<file path="src/rtl/mult_pkg.sv">
// Shared configuration and state encoding for the multiplier arbiter.
package mult_pkg;

  localparam int unsigned WIDTH        = 8;
  localparam int unsigned MULT_LATENCY = 3;
  localparam int unsigned NREQ         = 4;
  localparam int unsigned PIPE         = MULT_LATENCY + 2;
  localparam int unsigned ID_W         = (NREQ > 1) ? $clog2(NREQ) : 1;

  typedef enum logic [1:0] {
    StRun    = 2'd0,
    StDrain  = 2'd1,
    StHalted = 2'd2
  } state_e;

endpackage

</file>
<file path="src/rtl/rr_arbiter.sv">
// Round-robin selector: priority starts one past the last granted requester.
module rr_arbiter
  import mult_pkg::*;
#(
  parameter int unsigned NREQ = mult_pkg::NREQ,
  parameter int unsigned ID_W = (NREQ > 1) ? $clog2(NREQ) : 1
) (
  input  logic [NREQ-1:0] req_i,
  input  logic [ID_W-1:0] last_i,
  output logic [NREQ-1:0] gnt_o,
  output logic [ID_W-1:0] id_o
);

  logic [ID_W-1:0] cand;
  logic            found;

  always_comb begin
    gnt_o = '0;
    id_o  = '0;
    found = 1'b0;
    cand  = '0;
    // Walk last+1 .. last+NREQ so the previous winner is considered last.
    for (int unsigned i = 1; i <= NREQ; i++) begin
      cand = ID_W'((32'(last_i) + i) % NREQ);
      if (!found && req_i[cand]) begin
        found       = 1'b1;
        gnt_o[cand] = 1'b1;
        id_o        = cand;
      end
    end
  end

endmodule

</file>
<file path="src/rtl/mult_arbiter.sv">
// Round-robin front end sharing one pipelined multiplier among NREQ requesters,
// with a tag pipeline that routes each product back and a flush/drain handshake.
module mult_arbiter
  import mult_pkg::*;
#(
  parameter int unsigned WIDTH        = mult_pkg::WIDTH,
  parameter int unsigned MULT_LATENCY = mult_pkg::MULT_LATENCY,
  parameter int unsigned NREQ         = mult_pkg::NREQ,
  localparam int unsigned ID_W        = (NREQ > 1) ? $clog2(NREQ) : 1,
  localparam int unsigned PIPE        = MULT_LATENCY + 2
) (
  input  logic                  clk,
  input  logic                  reset,
  input  logic [NREQ-1:0]       req_valid,
  output logic [NREQ-1:0]       req_ready,
  input  logic [NREQ*WIDTH-1:0] req_a,
  input  logic [NREQ*WIDTH-1:0] req_b,
  input  logic                  flush,
  output logic                  idle,
  output logic                  rsp_valid,
  output logic [ID_W-1:0]       rsp_id,
  output logic [2*WIDTH-1:0]    rsp_data,
  output logic                  mult_enable,
  output logic [WIDTH-1:0]      mult_dataa,
  output logic [WIDTH-1:0]      mult_datab,
  input  logic [2*WIDTH-1:0]    mult_res
);

  state_e                    state_q, state_d;
  logic [ID_W-1:0]           last_grant_q;
  logic [PIPE-1:0]           tag_vld_q;
  logic [PIPE-1:0][ID_W-1:0] tag_id_q;
  logic                      mult_enable_q;

  logic [NREQ-1:0] rr_gnt;
  logic [ID_W-1:0] win_id;
  logic            transfer;

  rr_arbiter #(
    .NREQ(NREQ),
    .ID_W(ID_W)
  ) u_rr (
    .req_i (req_valid),
    .last_i(last_grant_q),
    .gnt_o (rr_gnt),
    .id_o  (win_id)
  );

  // Reset gates grants directly since state_q reads RUN while reset is held.
  always_comb begin
    req_ready = '0;
    if (state_q == StRun && !flush && !reset) req_ready = rr_gnt;
  end

  assign transfer = |req_ready;

  always_comb begin
    mult_dataa = '0;
    mult_datab = '0;
    for (int i = 0; i < int'(NREQ); i++) begin
      if (req_ready[i]) begin
        mult_dataa = req_a[i*WIDTH +: WIDTH];
        mult_datab = req_b[i*WIDTH +: WIDTH];
      end
    end
  end

  always_comb begin
    state_d = state_q;
    unique case (state_q)
      StRun:    if (flush) state_d = StDrain;
      StDrain: begin
        if (!flush)               state_d = StRun;
        else if (tag_vld_q == '0) state_d = StHalted;
      end
      StHalted: if (!flush) state_d = StRun;
      default:  state_d = StRun;
    endcase
  end

  always_ff @(posedge clk or posedge reset) begin
    if (reset) begin
      state_q       <= StRun;
      last_grant_q  <= ID_W'(NREQ - 1);
      tag_vld_q     <= '0;
      tag_id_q      <= '0;
      mult_enable_q <= 1'b0;
    end else begin
      state_q       <= state_d;
      if (transfer) last_grant_q <= win_id;
      tag_vld_q     <= {tag_vld_q[PIPE-2:0], transfer};
      tag_id_q      <= {tag_id_q[PIPE-2:0], win_id};
      mult_enable_q <= 1'b1;
    end
  end

  assign rsp_valid   = tag_vld_q[PIPE-1];
  assign rsp_id      = rsp_valid ? tag_id_q[PIPE-1] : '0;
  assign rsp_data    = rsp_valid ? mult_res : '0;
  assign idle        = (state_q == StHalted);
  assign mult_enable = mult_enable_q;

endmodule

</file>
<file path="config.mk">
export PLATFORM = sky130hd
export DESIGN_NAME = mult_arbiter
export DESIGN_NICKNAME = d
export VERILOG_FILES = /design/src/rtl/mult_pkg.sv /design/src/rtl/rr_arbiter.sv /design/src/rtl/mult_arbiter.sv
export SDC_FILE = /design/constraint.sdc
export NUM_CORES = 1
export LEC_CHECK = 0
export ABC_AREA = 1
export CORE_MARGIN = 1.5
export CORE_UTILIZATION = 30
export DETAILED_ROUTE_END_ITERATION = 8
export DONT_BUFFER_PORTS = 1
export SLEW_MARGIN = 25
export SYNTH_ARGS = -nofsm -noshare
export SYNTH_HDL_FRONTEND = slang
export SYNTH_SLANG_ARGS = --single-unit
</file>
<file path="constraint.sdc">
create_clock -name clk -period 2.55 [get_ports clk]
set_clock_uncertainty 0.1 [all_clocks]
set_input_delay 0.3825 -clock clk [delete_from_list [all_inputs] [get_ports clk]]
set_output_delay 0.3825 -clock clk [all_outputs]
set_load 0.02 [all_outputs]
</file>
==> results.yml, run 1 <==
clock_network:
  clk_pin_slew_worst_paths_ns: 0.07
  htree_levels: 1
  cts_hold_buffers: 0
  cts_made_buffers: 3
  clock-sinks: 20
  clock_tree.root_cell: "clkbuf_8"
  tritoncts: "yes"
  clk_latency_ns: 0.25
  cts_buffer_depth: 2
yosys:
  syn-num-nets: 449
  synthDistinctLibCells: 35
  synthMostInstantiatedCell: "nand2_1"
  synthTopCellsByCount: "nand2_1 (112), inv_1 (57), nand3_1 (45)"
  async_flop_share_pct: 100
  synth_area_um2: 2270
  syn_area_per_cell_um2: 6.40
  synth.top_cell.area_share_pct: 19.9
  synth_edf_count: 0
  ys_ff_latch: 20
  synth_area_leaders: "dfrtp_1 (20%), nand2_1 (19%), nand3_1 (9.9%)"
  synthCells: 354
  synthFlopType: "dfrtp_1"
  netlist.top_cell.by_area: "dfrtp_1"
  synth_seq_area_share_pct: 22.2
  ys.warnings.count: 0
setup_path:
  r2r_slack_ns: 0.02
  critPathCaptureType: "output port"
  arrival_ns: 2.44
  cp.required_ns: 2.07
  crit_path_max_fanout: 12
  criticalPathCategory: "reg2out"
  worstSetupStartpointType: "flop"
place:
  dpl.cell_count: 473
  place_congestion: 0.936
  io_buffers: 0
  place_hpwl_um: 5010
grt:
  grt_usage_pct: 15.9
  grt_pass1_wl_um: 10600
  overflow: 0
  grt_max_degree: 37
  grt_pass1_vias: 2278
  antenna_found_initial: 0
sta:
  fin_crit_sh_pct: 114
  tightest_slew_ns: 0.702
  worst_slack_ns: -0.369
  finalSetupViolCount: 20
  hold_viol_final: 0
  max_freq_mhz: 343
  rsz0062_at_grt: "true"
  slew_headroom_pct: 53.1
  period_needed_ns: 2.92
  drv_slew: 0
  finalSetupTns_ns: -6.51
drt:
  drtIter0Drc: 67
  num_vias: 2392
  firstDrtPassIters: 4
  wirelength_um: 6710
  viasPerCell: 4.87
  ant_nets: 0
  wire_per_inst_um: 13.7
  drc: 0
die:
  num_rows: 31
  start_util_pct: 31.1
  die_area_um2: 8090
  die_h_um: 89.9
  core_area_um2: 7290
  die_w_um: 89.9
  num_io_pins: 128
power:
  powerDensity_nw_per_um2: 1260
  finalPower_mw: 3.88
  ir_drop_uv: 420
  p_leak_nw: 1.72
finish:
  final_nets: 488
  final_util_pct: 42.2
  drive_gt1_share_pct: 37.2
  finalNonFillerCells: 491
  syn_to_final_growth_pct: 35.7
  num_antenna_cells: 0
outcome:
  outcome: "complete, but fails checks"
  violations: "negative setup slack"
hold_path:
  hold_path_class: "in2async"
job:
  max-cap-violations: 0
[worst max-delay path, stage by stage, from the launching register on]
cell and delay (ns):
dfstp_2 0.61, inv_8 0.04, ha_4 0.29, nand3_4 0.12
nand2_8 0.13, nor2_4 0.06, a21oi_4 0.22, buf_4 0.16
buf_6 0.13, nand4_1 0.10, nor2_2 0.14, o21ai_2 0.07
nand2_2 0.11
[state kept, by name (all words and copies together), names as in the netlist]
signal and cells:
tag_id_q 10, last_grant_q 2, tag_vld_q 5, state_q 2, mult_enable 1
[logic make-up (layout without fill, tap and decap cells)]
kind of cell | count (synthesis) | count (layout) | synth area share [%]
compound gates | 25 | 25 | 6.62
buf+inv | 81 | 119 | 16.3
fa+ha+maj | 8 | 8 | 4.42
flops | 20 | 20 | 22.2
other cells | 1 | 1 | 0.165
simple gates | 219 | 219 | 50.3
[report_power, final]
part           leakage (nW)  internal [mW]  total, mW  switching (mW)
logic                  1.45           1.35       3.11            1.75
registers             0.242          0.455      0.544          0.0885
clock network        0.0288          0.137      0.232          0.0945
[stage by stage]
step / worst slack, ns / cell area (um2) / hold slack (ns)
3_3_place_gp: -0.107 / 2690 / 0.232
4_1_cts: -0.371 / 2900 / 0.0459
2_1_floorplan: -0.116 / 2310 / 0.231
3_5_place_dp: -0.142 / 2690 / 0.237
5_1_grt: -0.538 / 3080 / 0.0936
6_report: -0.369 / 3080 / 0.0236
[what timing repair did]
item | 4_1_cts | 5_1_grt
setup buffers | 4 | 8
pin swaps | 14 | 31
gates resized for setup | 29 | 25
gates cloned | 1 | 1
hold endpoints to repair | 0 | 0
setup endpoints to repair | 20 | 21
[worst paths after layout]
check / startpoint / to / cells after the start
setup / recovery: last_grant_q[0]$_DFFE_PP1P_ / mult_datab[2] / 12
hold / removal: reset / state_q[0]$_DFFE_PP0P_ / 1
setup reg to reg: last_grant_q[0]$_DFFE_PP1P_ / last_grant_q[0]$_DFFE_PP1P_ / 14
hold reg to reg: tag_id_q[5]$_DFF_PP0_ / tag_id_q[7]$_DFF_PP0_ / 0
max in group asynchronous: reset / mult_enable$_DFF_PP0_ / 1
min in group clk: flush / state_q[0]$_DFFE_PP0P_ / 2
[cell type report]
type	count	area [um2]
inverters	66	273
well taps	99	124
clock buffers	4	55.1
fillers	754	4220
repair buffers	49	549
flip-flops and latches	20	503
multi-input cells	253	1570
[metal layers]
layer / vias up / global-route usage, % / wire, um
met3: 10 / 3.81 / 464
met4: 0 / 4.10 / 109
met1: 1088 / 19.5 / 2820
met2: 108 / 27.9 / 3320
met5: - / 0 / 0
li1: 1186 / - / -
[cell usage in the layout (no fill, tap or decap), types with 2 or more instances in the layout]
cell,n
nand3_2,6
buf_6,7
nand2_2,25
nor2_2,9
o21ai_1,2
o21ai_2,14
a21boi_0,2
buf_12,9
inv_1,50
a21oi_1,3
inv_2,10
nor2_1,10
clkinvlp_4,2
clkbuf_8,4
inv_4,2
dfstp_2,2
dfrtp_1,18
nand3_4,6
ha_1,7
buf_4,31
nand4_1,18
nor3_1,3
nand2_1,87
nand2_4,7
nand3_1,41
(Power assumes the default switching activity.)
==> run 2, diff against run 1 <==
--- a/config.mk
+++ b/config.mk
@@ -6,7 +6,8 @@
 export NUM_CORES = 1
 export LEC_CHECK = 0
 export ABC_AREA = 1
-export CORE_MARGIN = 1.5
+export ABC_CLOCK_PERIOD_IN_PS = 2550
+export CORE_MARGIN = 3
 export CORE_UTILIZATION = 30
 export DETAILED_ROUTE_END_ITERATION = 8
 export DONT_BUFFER_PORTS = 1
==> run 2 against run 1 <==
  * The flow still finishes with violations (negative setup slack)
  * Sequential share of layout area fell by 0.12 points
  * Clock power grew 31%
  * First-iteration DRC count up 96%
  * Hold slack got worse by 0.00057 ns
  * Register-to-register slack got worse by 0.05 ns
==> results.yml, run 2 (same netlist as run 1, synthesis figures left out) <==
power:
  clock_power_share_pct: 7.9
  powerDensity_nw_per_um2: 1240
  ir_drop_uv: 376
  swShare_pct: 51.6
  pwr-share-comb_pct: 78.0
  seq_power_share_pct: 14.1
  p_leak_nw: 1.74
  p_sw_mw: 1.98
  p_int_mw: 1.86
drt:
  viasPerCell: 4.95
  drc: 0
  drtIter0Drc: 131
  ant_nets: 0
  wirelength_um: 7080
  firstDrtPassIters: 4
  wire_per_inst_um: 14.5
  num_vias: 2413
finish:
  largest_reg_flops: 10
  final_cell_mix: "nand2_1 (88), inv_1 (51), nand3_1 (36), nand2_2 (24), buf_4 (22)"
  multi_input_area_um2: 1650
  final_nets: 484
  final_util_pct: 42.5
  largest-register: "tag_id_q"
  reg.largest.list: "tag_id_q (10), tag_vld_q (5)"
  seqCellArea_um2: 503
  fillCellCount: 755
  design_area_um2: 3100
  num_antenna_cells: 0
  drive_gt1_share_pct: 37.4
  final_common_cell: "nand2_1"
  syn_to_final_growth_pct: 36.7
sta:
  tightest_slew_ns: 0.710
  worst_slack_ns: -0.354
  max_freq_mhz: 344
  period_needed_ns: 2.90
  hold_viol_final: 0
  fin_crit_sh_pct: 114
  finalSetupViolCount: 21
  drv_slew: 0
  rsz0062_at_grt: "true"
  slew_headroom_pct: 52.7
setup_path:
  arrival_ns: 2.42
  worstSetupStartpointType: "flop"
  critPathCaptureType: "output port"
  cp.required_ns: 2.07
  crit_path_max_fanout: 8
  criticalPathCategory: "reg2out"
grt:
  overflow: 0
  grt_pass1_wl_um: 10800
  grt_pass1_vias: 2319
  grt_max_degree: 37
  antenna_found_initial: 0
  grt_usage_pct: 15.3
hold_path:
  hold_path_class: "in2async"
die:
  core_area_um2: 7290
  num_io_pins: 128
  die_area_um2: 8640
  num_rows: 31
  die_w_um: 92.9
  start_util_pct: 31.1
  die_h_um: 92.9
clock_network:
  cts_made_buffers: 3
  cts_buffer_depth: 2
  clk_latency_ns: 0.25
  clock_tree.root_cell: "clkbuf_8"
  cts_hold_buffers: 0
  clk_pin_slew_worst_paths_ns: 0.07
  htree_levels: 1
  tritoncts: "yes"
  clock-sinks: 20
outcome:
  outcome: "complete, but fails checks"
  violations: "negative setup slack"
place:
  place_hpwl_um: 5240
  dpl_cell_area_um2: 2580
  place_congestion: 0.930
  io_buffers: 0
job:
  max-cap-violations: 0
[run 2: cell count changes in the layout (fill, tap and decap cells not counted), sizes merged]
cell | before | now
buf | 47 | 42
bufbuf | 1 | 0
bufinv | 0 | 1
clkbuf | 5 | 4
clkinvlp | 2 | 1
inv | 63 | 64
nand3 | 53 | 55
[run 2: worst max-delay path: stages (launching register included)]
cell     delay, ns
dfstp_2       0.59
inv_8         0.04
ha_4          0.29
inv_4         0.05
nand2_4       0.09
nand2_8       0.07
nor2_8        0.12
buf_6         0.15
nand3_4       0.11
buf_12        0.16
nand3_4       0.13
nand3_1       0.10
nand2_1       0.09
o21ai_2       0.07
nand2_2       0.12
[run 2: per-stage QoR]
stage	total power, mW	hold slack [ns]	instances	setup slack, ns	TNS (ns)
after floorplan	2.34	0.231	354	-0.116	-1.11
after global placement	2.82	0.233	462	-0.127	-1.23
after detailed placement	2.86	0.236	462	-0.158	-1.86
after CTS	3.63	0.0496	482	-0.351	-6.29
after global routing	4.12	0.0850	487	-0.447	-8.30
final	3.84	0.0231	487	-0.354	-6.00
[run 2: layer usage]
layer / share of wire [%] / GRT usage, % / vias to the layer above
met5: 0 / 0 / -
met4: 2.3 / 3.05 / 0
met3: 9.2 / 4.63 / 18
met2: 49 / 26.6 / 116
met1: 40 / 18.5 / 1094
li1: - / - / 1185
[run 2: timing repair]
item,CTS,global route
setup buffers,13,6
setup endpoints to repair,20,23
cloned,3,1
gates resized for setup,44,28
pin swaps,21,33
[run 2: final timing paths]
| kind | from | end | slack, ns | cells past startpoint |
|---|---|---|---|---|
| max in group asynchronous | reset | tag_id_q[3]$_DFF_PP0_ | 1.88 | 1 |
| max reg2reg | last_grant_q[0]$_DFFE_PP1P_ | tag_vld_q[0]$_DFF_PP0_ | -0.03 | 14 |
| min reg2reg | tag_id_q[3]$_DFF_PP0_ | tag_id_q[5]$_DFF_PP0_ | 0.24 | 0 |
| max | last_grant_q[0]$_DFFE_PP1P_ | mult_dataa[4] | -0.35 | 14 |
| min in group clk | flush | state_q[0]$_DFFE_PP0P_ | 0.17 | 2 |
| min | reset | state_q[1]$_DFFE_PP0P_ | 0.02 | 1 |
[run 2: area by class of cell]
class	instances	area share, %
Clock buffer	3	1.33
Clock inverter	1	0.969
Inverter	66	8.68
Multi-Input combinational cell	255	53.1
Sequential cell	20	16.2
Tap cell	99	4.00
Timing Repair Buffer	43	15.7
[run 2: power by group through the flow]
stage / clock network (mW) / registers [mW] / logic (mW)
2_1_floorplan: 0 / 0.527 / 1.82
3_3_place_gp: 0 / 0.541 / 2.28
3_5_place_dp: 0 / 0.547 / 2.31
4_1_cts: 0.315 / 0.542 / 2.78
5_1_grt: 0.327 / 0.556 / 3.24
6_report: 0.305 / 0.541 / 3.00
